<file path="src/rtl/aes128_type_pkg.sv">
// Shared types and constants for the AES MixColumns sequencer and its
// iterative GF(2^8) multiplier.
//   - mix_state_e   : sequencer FSM states
//   - gmul_state_e  : multiplier FSM states
//   - MIX_*_COEF    : first matrix row (base) for forward / inverse transform
//   - mix_coef()    : base[k] lookup for either direction
//   - gf_xtime()    : multiply-by-x in GF(2^8) modulo x^8+x^4+x^3+x+1
package aes128_type_pkg;

    typedef enum logic [1:0] {
        MixIdle,
        MixTerm,
        MixMulWait,
        MixDone
    } mix_state_e;

    typedef enum logic [1:0] {
        GmWait,
        GmAdd,
        GmXtime,
        GmDone
    } gmul_state_e;

    // Element [3] is base[0]; the concatenation lists base[0] first.
    localparam logic [3:0][7:0] MIX_FWD_COEF = {8'h02, 8'h03, 8'h01, 8'h01};
    localparam logic [3:0][7:0] MIX_INV_COEF = {8'h0E, 8'h0B, 8'h0D, 8'h09};

    // base[k]; for a 2-bit k, element 3-k is simply ~k.
    function automatic logic [7:0] mix_coef(input logic inv, input logic [1:0] k);
        mix_coef = inv ? MIX_INV_COEF[~k] : MIX_FWD_COEF[~k];
    endfunction

    function automatic logic [7:0] gf_xtime(input logic [7:0] b);
        gf_xtime = {b[6:0], 1'b0} ^ (b[7] ? 8'h1B : 8'h00);
    endfunction

endpackage

</file>
<file path="src/rtl/aes128_mixcol_seq_if.sv">
// Request/response bundle between the round controller and the MixColumns
// sequencer.
//   start_i : begin one column (sampled only while the sequencer is idle)
//   inv_i   : 0 = MixColumns, 1 = InvMixColumns
//   col_i   : input column, byte r at [8r+7:8r]
//   busy_o  : sequencer not idle
//   col_o   : result column, same byte order, held until the next result
//   valid_o : one-cycle pulse when col_o is updated
interface aes128_mixcol_seq_if;
    logic        start_i;
    logic        inv_i;
    logic [31:0] col_i;
    logic        busy_o;
    logic [31:0] col_o;
    logic        valid_o;

    modport master (
        output start_i, inv_i, col_i,
        input  busy_o, col_o, valid_o
    );

    modport slave (
        input  start_i, inv_i, col_i,
        output busy_o, col_o, valid_o
    );
endinterface

</file>
<file path="src/rtl/aes128_gmul.sv">
// Iterative GF(2^8) multiplier for small coefficients (a_i <= 15).
// Walks a_i LSB-first: one cycle to conditionally add the shifted operand,
// one cycle to xtime it, stopping at the most significant set bit of a_i.
// Latency from start cycle to valid cycle is 2*(msb(a_i)+1).
//   clk_i    : clock
//   rst_ni   : synchronous active-low reset
//   start_i  : begin a product (sampled in WAIT)
//   a_i      : coefficient, re-read every step, must stay stable
//   b_i      : data byte, captured at start
//   result_o : product, valid while valid_o is high
//   valid_o  : one-cycle completion pulse
module aes128_gmul
    import aes128_type_pkg::*;
(
    input  logic       clk_i,
    input  logic       rst_ni,
    input  logic       start_i,
    input  logic [3:0] a_i,
    input  logic [7:0] b_i,
    output logic [7:0] result_o,
    output logic       valid_o
);

    gmul_state_e state_q;
    logic [7:0]  b_q;
    logic [7:0]  p_q;
    logic [1:0]  idx_q;
    logic [1:0]  msb;
    logic [7:0]  p_add;

    always_comb begin
        msb = 2'd0;
        if (a_i[3]) begin
            msb = 2'd3;
        end else if (a_i[2]) begin
            msb = 2'd2;
        end else if (a_i[1]) begin
            msb = 2'd1;
        end
        p_add = p_q ^ (a_i[idx_q] ? b_q : 8'h00);
    end

    always_ff @(posedge clk_i) begin
        if (!rst_ni) begin
            state_q <= GmWait;
            b_q     <= 8'h00;
            p_q     <= 8'h00;
            idx_q   <= 2'd0;
        end else begin
            unique case (state_q)
                GmWait: begin
                    if (start_i) begin
                        b_q     <= b_i;
                        p_q     <= 8'h00;
                        idx_q   <= 2'd0;
                        state_q <= GmAdd;
                    end
                end
                GmAdd: begin
                    p_q     <= p_add;
                    // No shift after the last bit: go straight to DONE.
                    state_q <= (idx_q == msb) ? GmDone : GmXtime;
                end
                GmXtime: begin
                    b_q     <= gf_xtime(b_q);
                    idx_q   <= idx_q + 2'd1;
                    state_q <= GmAdd;
                end
                GmDone: begin
                    state_q <= GmWait;
                end
            endcase
        end
    end

    assign result_o = p_q;
    assign valid_o  = (state_q == GmDone);

endmodule

</file>
<file path="src/rtl/aes128_mixcol_seq.sv">
// AES (Inv)MixColumns for one 32-bit column using a single time-shared
// iterative multiplier. Rows 0..3 are produced in order; within a row the
// four terms M[r][j]*s_j are XOR-accumulated, coefficient 01 terms bypass
// the multiplier. The finished column is presented with a one-cycle valid.
//   clk_i : clock
//   rst_i : synchronous active-high reset
//   bus   : request/response bundle (slave side)
module aes128_mixcol_seq
    import aes128_type_pkg::*;
(
    input  logic                       clk_i,
    input  logic                       rst_i,
    aes128_mixcol_seq_if.slave         bus
);

    mix_state_e      state_q;
    logic [1:0]      row_cnt_q;
    logic [1:0]      term_cnt_q;
    logic [7:0]      acc_q;
    logic [3:0][7:0] res_q;
    logic [3:0][7:0] col_q;
    logic            inv_q;
    logic [31:0]     col_o_q;

    logic [1:0]      coef_idx;
    logic [7:0]      coef;
    logic [7:0]      s_term;
    logic            bypass;
    logic            gmul_start;
    logic [7:0]      gmul_result;
    logic            gmul_valid;
    logic            fold_en;
    logic [7:0]      row_val;
    logic [3:0][7:0] res_done;

    always_comb begin
        coef_idx   = term_cnt_q - row_cnt_q;  // (j - r) mod 4
        coef       = mix_coef(inv_q, coef_idx);
        s_term     = col_q[term_cnt_q];
        bypass     = (coef == 8'h01);
        gmul_start = (state_q == MixTerm) && !bypass;
        fold_en    = ((state_q == MixTerm) && bypass) ||
                     ((state_q == MixMulWait) && gmul_valid);
        row_val    = acc_q ^ ((state_q == MixTerm) ? s_term : gmul_result);
        res_done            = res_q;
        res_done[row_cnt_q] = row_val;
    end

    // Operands come straight from the held counters, so they stay stable
    // from the issuing TERM cycle until the product is folded in.
    aes128_gmul u_gmul (
        .clk_i    (clk_i),
        .rst_ni   (~rst_i),
        .start_i  (gmul_start),
        .a_i      (coef[3:0]),
        .b_i      (s_term),
        .result_o (gmul_result),
        .valid_o  (gmul_valid)
    );

    always_ff @(posedge clk_i) begin
        if (rst_i) begin
            state_q    <= MixIdle;
            row_cnt_q  <= 2'd0;
            term_cnt_q <= 2'd0;
            acc_q      <= 8'h00;
            res_q      <= '0;
            col_q      <= '0;
            inv_q      <= 1'b0;
            col_o_q    <= 32'h0;
        end else begin
            unique case (state_q)
                MixIdle: begin
                    if (bus.start_i) begin
                        col_q      <= bus.col_i;
                        inv_q      <= bus.inv_i;
                        row_cnt_q  <= 2'd0;
                        term_cnt_q <= 2'd0;
                        acc_q      <= 8'h00;
                        res_q      <= '0;
                        state_q    <= MixTerm;
                    end
                end
                MixTerm, MixMulWait: begin
                    if (fold_en) begin
                        if (term_cnt_q == 2'd3) begin
                            res_q      <= res_done;
                            acc_q      <= 8'h00;
                            term_cnt_q <= 2'd0;
                            if (row_cnt_q == 2'd3) begin
                                // Load the output here so col_o is already
                                // valid in the DONE cycle.
                                col_o_q <= res_done;
                                state_q <= MixDone;
                            end else begin
                                row_cnt_q <= row_cnt_q + 2'd1;
                                state_q   <= MixTerm;
                            end
                        end else begin
                            acc_q      <= row_val;
                            term_cnt_q <= term_cnt_q + 2'd1;
                            state_q    <= MixTerm;
                        end
                    end else if (state_q == MixTerm) begin
                        state_q <= MixMulWait;
                    end
                end
                MixDone: begin
                    state_q <= MixIdle;
                end
            endcase
        end
    end

    assign bus.busy_o  = (state_q != MixIdle);
    assign bus.valid_o = (state_q == MixDone);
    assign bus.col_o   = col_o_q;

endmodule

</file>
<file path="src/flat_wrapper.sv">
// flat-port wrapper written by rule: the top's interface ports become plain ports
module aes128_mixcol_seq_flat import aes128_type_pkg::*;
  (clk_i, rst_i, bus_start_i, bus_inv_i, bus_col_i, bus_busy_o, bus_col_o, bus_valid_o);
  aes128_mixcol_seq_if bus_i ();
  input  logic clk_i;
  input  logic rst_i;
  input wire logic [$bits(bus_i.start_i)-1:0] bus_start_i;
  input wire logic [$bits(bus_i.inv_i)-1:0] bus_inv_i;
  input wire logic [$bits(bus_i.col_i)-1:0] bus_col_i;
  output wire logic [$bits(bus_i.busy_o)-1:0] bus_busy_o;
  output wire logic [$bits(bus_i.col_o)-1:0] bus_col_o;
  output wire logic [$bits(bus_i.valid_o)-1:0] bus_valid_o;
  assign bus_i.start_i = bus_start_i;
  assign bus_i.inv_i = bus_inv_i;
  assign bus_i.col_i = bus_col_i;
  assign bus_busy_o = bus_i.busy_o;
  assign bus_col_o = bus_i.col_o;
  assign bus_valid_o = bus_i.valid_o;
  aes128_mixcol_seq u_core (.clk_i(clk_i), .rst_i(rst_i), .bus(bus_i));
endmodule
</file>
<file path="config.mk">
export PLATFORM = sky130hd
export DESIGN_NAME = aes128_mixcol_seq_flat
export DESIGN_NICKNAME = d
export VERILOG_FILES = /design/src/rtl/aes128_type_pkg.sv /design/src/rtl/aes128_mixcol_seq_if.sv /design/src/rtl/aes128_gmul.sv /design/src/rtl/aes128_mixcol_seq.sv /design/src/flat_wrapper.sv
export SDC_FILE = /design/constraint.sdc
export NUM_CORES = 1
export LEC_CHECK = 0
export CORE_MARGIN = 1.5
export CORE_UTILIZATION = 40
export DETAILED_ROUTE_END_ITERATION = 6
export GPL_TIMING_DRIVEN = 0
export RECOVER_POWER = 100
export SLEW_MARGIN = 20
export SYNTH_ARGS = -nofsm -noshare
export SYNTH_HDL_FRONTEND = slang
export SYNTH_HIERARCHICAL = 1
export SYNTH_SLANG_ARGS = --single-unit
</file>
<file path="constraint.sdc">
create_clock -name clk_i -period 3.95 [get_ports clk_i]
set_clock_uncertainty 0.15 [all_clocks]
set_input_delay 0.79 -clock clk_i [delete_from_list [all_inputs] [get_ports clk_i]]
set_output_delay 0.79 -clock clk_i [all_outputs]
set_load 0.02 [all_outputs]
</file>
==> results.toml <==
[worst_setup_path]
rrSetupSlack_ns = 0.60
worst_setup_path_start_kind = "register"
crit_path_max_fanout = 10
arrival_ns = 3.54
path_common_cell = "clkbuf_1"
slowest_delay_ns = 0.48
path_cells = "buf_4 > inv_1 > ha_1 > xor3_1 > o211ai_1 > a211oi_1 > clkbuf_1 > clkbuf_1 > o21ai_0 > a21oi_1"
cp-end-kind = "register"
worstReg2RegEnd = "u_core/bus.col_o[12]$_SDFFE_PP0P_"
setup.worst_path.class = "register to register"
required_ns = 4.15
r2r_cells = 10
slowest_stage = "clkbuf_1"
r2r-start = "u_core/term_cnt_q[0]$_SDFFE_PP0P_"

[cells_and_area]
area_growth_pct = 27.2
diodes = 0
final_nets = 755
final_cell_mix = "dfxtp_1 (123), nand2_1 (110), a21oi_1 (81), mux2i_1 (47), nor2_1 (40)"
drive_above_1_share = 0.0706
mostFrequentLayoutCell = "dfxtp_1"

[cts]
postCtsSetupRepairBufs = 0
cts.clk_slew.worst_paths_ns = 0.06
cts_tree = "yes"
cts_htree_levels = 4
worstSkewPairLatency_ns = 0.42
cts.sinks = 123
cts-resized-gates = 0
ctsRootBufferMaster = "clkbuf_16"
cts_made_buffers = 17
ctsHoldBuffers = 0
clockBufferDepth = 2

[yosys]
ys_seq_area_frac = 0.444
yosysWarnings = 6
synthDistinctLibCells = 51
synthArstFlopShare = 0
synthCells = 622
ys_ff_latch = 123
syn_area_mm2 = 0.00554
syn_area_per_cell_um2 = 8.91
syn-num-nets = 668
synth_edf_count = 0
synthFlopType = "dfxtp_1"

[grt]
grt_start_max_net_pins = 17
grtUsageMet3 = 0.0443
grt_pass1_wl_mm = 23.6
grt_util_met2 = 0.333
antenna_found_initial = 0
grt_overflow = 0
grt-busiest-layer = "met2"
grtUsageMet1 = 0.278
grt_pass1_vias = 4704
grt_use_total = 0.211

[pwr]
leakage_nw = 2.65
fin_total_pwr_mw = 3.91
powerDensity_mw_per_mm2 = 555
ir_drop_v = 0.000321

[placement]
place.port_buffers = 68
hpwlAfterDp_mm = 10.6
gp_congestion = 0.868

[floorplan]
start_util = 0.414
core_mm2 = 0.0134
dieArea_mm2 = 0.0146
io_pins = 70
die_w_um = 121
die_h_um = 121
row_count = 42

[detailed_routing]
via_count = 4840
dr.pass1.iters = 5
vias_per_cell = 5.39
wirelength_mm = 14.7
routedWlPerCell_um = 16.4
drc = 0
ant_nets = 0
drtIter0Drc = 330

[timing]
fmax_ghz = 0.299
rsz0062_at_grt = "false"
fin_crit_ns = 3.35
finalSetupViolCount = 0
slew_headroom = 0.294
holdWs_ns = 0.306
finalSetupTns_ns = 0
drv_slew = 0
tightestPinTransition_ns = 1.05
finalHoldViolCount = 0
fin_crit_sh = 0.847

[hold_path]
hp-class = "register to register"
hold_depth = 2
hold_end = "u_core/bus.col_o[30]$_SDFFE_PP0P_"
worstHoldStart = "u_core/bus.col_o[30]$_SDFFE_PP0P_"

[run]
maxCapViolCount = 0

[outcome]
status = "finished clean"
through the flow:
stage,worst slack (ns),utilization,instances,cell area [um2]
after global placement,0.708,0.481,866,6440
after detailed placement,0.670,0.481,866,6440
after global routing,0.414,0.526,898,7050
final,0.604,0.526,898,7050
after CTS,0.990,0.528,898,7080
after floorplan,1.62,-,622,5540
worst max-delay path, delay by kind of cell, from the launching register on:
kind,cells,cell delay (ns)
XOR/XNOR,1,0.28
flip-flops,1,0.34
adder cells (fa/ha/maj),1,0.21
buffers and inverters,4,1.17
AO/OA/AOI/OAI,4,1.13
layer usage:
layer | wire (um) | share of wire | up-vias
met5 | 0 | 0 | -
met4 | 329 | 0.022 | 0
met3 | 781 | 0.053 | 24
li1 | - | - | 2361
met2 | 6800 | 0.46 | 145
met1 | 6780 | 0.46 | 2310
cell type report:
| cell class | count | area (um2) |
|---|---|---|
| buffer | 43 | 180 |
| clock buffer | 20 | 467 |
| clock inverter | 12 | 169 |
| fill | 1231 | 6350 |
| inverter | 14 | 52.6 |
| multi-input combinational | 442 | 2820 |
| sequential | 123 | 2460 |
| tap | 176 | 220 |
| timing repair buffer | 68 | 681 |
flip-flops by register name, indices dropped and copies added (netlist names):
name / count
u_core/bus.col_o: 32
u_core/inv_q: 1
u_core/state_q: 2
u_core/u_gmul/state_q: 2
u_core/u_gmul/result_o: 8
u_core/u_gmul/idx_q: 2
u_core/acc_q: 8
u_core/row_cnt_q: 2
u_core/col_q: 32
u_core/res_q: 24
u_core/term_cnt_q: 2
u_core/u_gmul/b_q: 8
how the worst max path moves through the flow:
stage	startpoint	end	slack (ns)	cells after the start
finish	u_core/term_cnt_q[0]$_SDFFE_PP0P_	u_core/bus.col_o[12]$_SDFFE_PP0P_	0.60	10
global route	u_core/term_cnt_q[0]$_SDFFE_PP0P_	u_core/bus.col_o[3]$_SDFFE_PP0P_	0.41	10
CTS	u_core/state_q[0]$_SDFFE_PP0P_	u_core/res_q[23]$_SDFFE_PP0P_	0.99	9
detailed placement	bus_start_i	u_core/res_q[16]$_SDFFE_PP0P_	0.67	7
global placement	bus_start_i	u_core/res_q[17]$_SDFFE_PP0P_	0.71	7
floorplan	rst_i	u_core/u_gmul/result_o[4]$_SDFFE_PN0P_	1.62	8
synth_stat cells (5+ instances only):
master    instances  area (um2)
nand2_1         110         413
inv_1            13        48.8
a21oi_1          81         405
mux4_2            8         180
and2_1            6        37.5
xor2_1            5        43.8
o21ai_0          13        65.1
mux2i_1          47         470
o21ai_1          21         105
dfxtp_1         123        2460
ha_1             10         125
xnor2_1          12         105
nand3_1          10        50.1
nor2_1           40         150
buf_2             8        40.0
clkbuf_1         28         105
a22oi_1          24         180
power breakdown:
group	total (mW)	internal (mW)	switching [mW]
logic	0.868	0.320	0.548
registers	1.39	1.33	0.0618
clock network	1.66	1.10	0.557
kinds of logic (layout without fill, tap and decap cells):
family | Yosys count | after routing | share of synthesized area
buffers and inverters | 57 | 157 | 0.0438
AO/OA/AOI/OAI | 171 | 171 | 0.194
XOR/XNOR | 18 | 18 | 0.0314
multiplexers | 55 | 55 | 0.117
AND/OR/NAND/NOR | 188 | 188 | 0.147
flip-flops | 123 | 123 | 0.444
adder cells (fa/ha/maj) | 10 | 10 | 0.0226
Note: power is estimated with default switching activity, not from simulation.
==> RTL edit (same flow settings) <==
Encoding of `gmul_state_e`: now one-hot (4 bits for 4 states).
--- a/src/rtl/aes128_type_pkg.sv
+++ b/src/rtl/aes128_type_pkg.sv
@@ -14,11 +14,11 @@
         MixDone
     } mix_state_e;
 
-    typedef enum logic [1:0] {
-        GmWait,
-        GmAdd,
-        GmXtime,
-        GmDone
+    typedef enum logic [3:0] {
+        GmWait  = 4'b0001,
+        GmAdd   = 4'b0010,
+        GmXtime = 4'b0100,
+        GmDone  = 4'b1000
     } gmul_state_e;
 
     // Element [3] is base[0]; the concatenation lists base[0] first.
Behaviour: same outputs for any inputs over 10 cycles, from zero or initial values and one cycle with rst_i high; not proved beyond that.
==> RTL edit against the original RTL <==
Utilization shrank 0.93 points; sequential cell count increased by 2; design area grew 1.8%; first-iteration DRC count is 9.4% lower; combinational power down 1%; synthesized area grew 2.6%; power down 2.5%; worst setup slack gained 0.10 ns; clock power shrank 7%; wire length is 0.33% lower; critical path type unchanged; largest cell class unchanged.
==> RTL edit: results <==
[outcome]
status = "finished clean"

[grt]
grt_util_all_layers = 0.205
grt_first_pass_wirelength_um = 23400
grt_max_degree = 17
grt_pass1_vias = 4660

[placement]
portBuffers = 68
place.gp.congestion = 0.822
dpl.hpwl_um = 10600

[routing]
dr_wl_met3_um = 713
vias = 4817
routed.top_layer = "met4"
initialDrtViolationCount = 299
wl_per_cell_um = 16.2
wl_met1_um = 7140
dr.pass1.iters = 5
wl_met2_um = 6610

[pwr]
peakVddDrop_v = 0.000378
p_leak_nw = 2.73

[min_path]
hold_class = "flop to flop"
min_from = "u_core/col_q[13]"

[synthesis]
synthTopCellsByArea = "dfxtp_1, mux2i_1, nand2_1"
yosys_warnings = 6
ys_top_cells_by_count = "dfxtp_1, nand2_1, a21oi_1"
ys_seq_area_frac = 0.440
synth_fp_nets = 671
synth_cell_type_count = 50

[clock_tree]
htree_num_levels = 4
cts_resized = 0
cts_root_buf = "clkbuf_16"
post_cts.repair.setup_buffers = 0
max-clock-path-buffers = 2
cts_made_buffers = 17
insertion_delay_ns = 0.41
clk_pin_slew_ns = 0.05

[final_layout]
nets = 758
drive_above_1_share = 0.0869
diodes = 0

[critical_path]
cp.arrival_ns = 3.40
r2r-start = "u_core/term_cnt_q[0]"
path_max_fanout = 10
worstSetupPathType = "flop to flop"

[sta]
slew_headroom = 0.345
-- RTL edit: logic make-up after synthesis --
group / synth area share
simple gates: 0.161
compound gates: 0.192
flops: 0.440
mux: 0.117
buf+inv: 0.0422
xor+xnor: 0.0260
fa+ha+maj: 0.0220
-- RTL edit: power by group --
group	internal, mW	total (mW)	switching (mW)
clock network	0.976	1.54	0.563
logic	0.326	0.856	0.530
registers	1.35	1.42	0.0729
-- RTL edit: area by class of cell --
class | instances | area (µm²)
Fill cell | 1345 | 6710
Multi-Input combinational cell | 446 | 2940
Sequential cell | 125 | 2500
Timing Repair Buffer | 68 | 681
Clock buffer | 22 | 474
Tap cell | 180 | 225
Buffer | 42 | 190
Clock inverter | 10 | 113
Inverter | 12 | 45.0
-- RTL edit: per-stage QoR --
| step | instances | setup WS (ns) | cell area [µm²] | power (mW) |
|---|---|---|---|---|
| after floorplan | 625 | 1.53 | 5690 | 2.05 |
| after global placement | 873 | 0.691 | 6590 | 2.28 |
| after detailed placement | 873 | 0.676 | 6590 | 2.30 |
| after CTS | 905 | 1.07 | 7180 | 3.84 |
| after global routing | 905 | 0.443 | 7170 | 3.98 |
| final | 905 | 0.704 | 7170 | 3.82 |
-- RTL edit: path summary, 6_finish.rpt --
path | end | slack, ns | cells past startpoint
max reg2reg | u_core/u_gmul/result_o[7] | 0.70 | 10
min reg2reg | u_core/col_q[13] | 0.30 | 2
max | u_core/u_gmul/result_o[7] | 0.70 | 10
min | u_core/col_q[13] | 0.30 | 2
-- RTL edit: critical path, cell delays in order (launching register included) --
cell	delay [ns]
dfxtp_1	0.34
clkbuf_1	0.70
inv_1	0.10
ha_1	0.24
xor3_1	0.33
inv_1	0.10
mux4_2	0.51
and2_4	0.18
buf_6	0.14
and4b_1	0.19
a31o_1	0.18
-- RTL edit: per-layer routing --
metal  up-vias  track usage
met4         0       0.0734
met3        14       0.0418
met1      2301        0.279
met5         -            0
li1       2382            -
met2       120        0.323
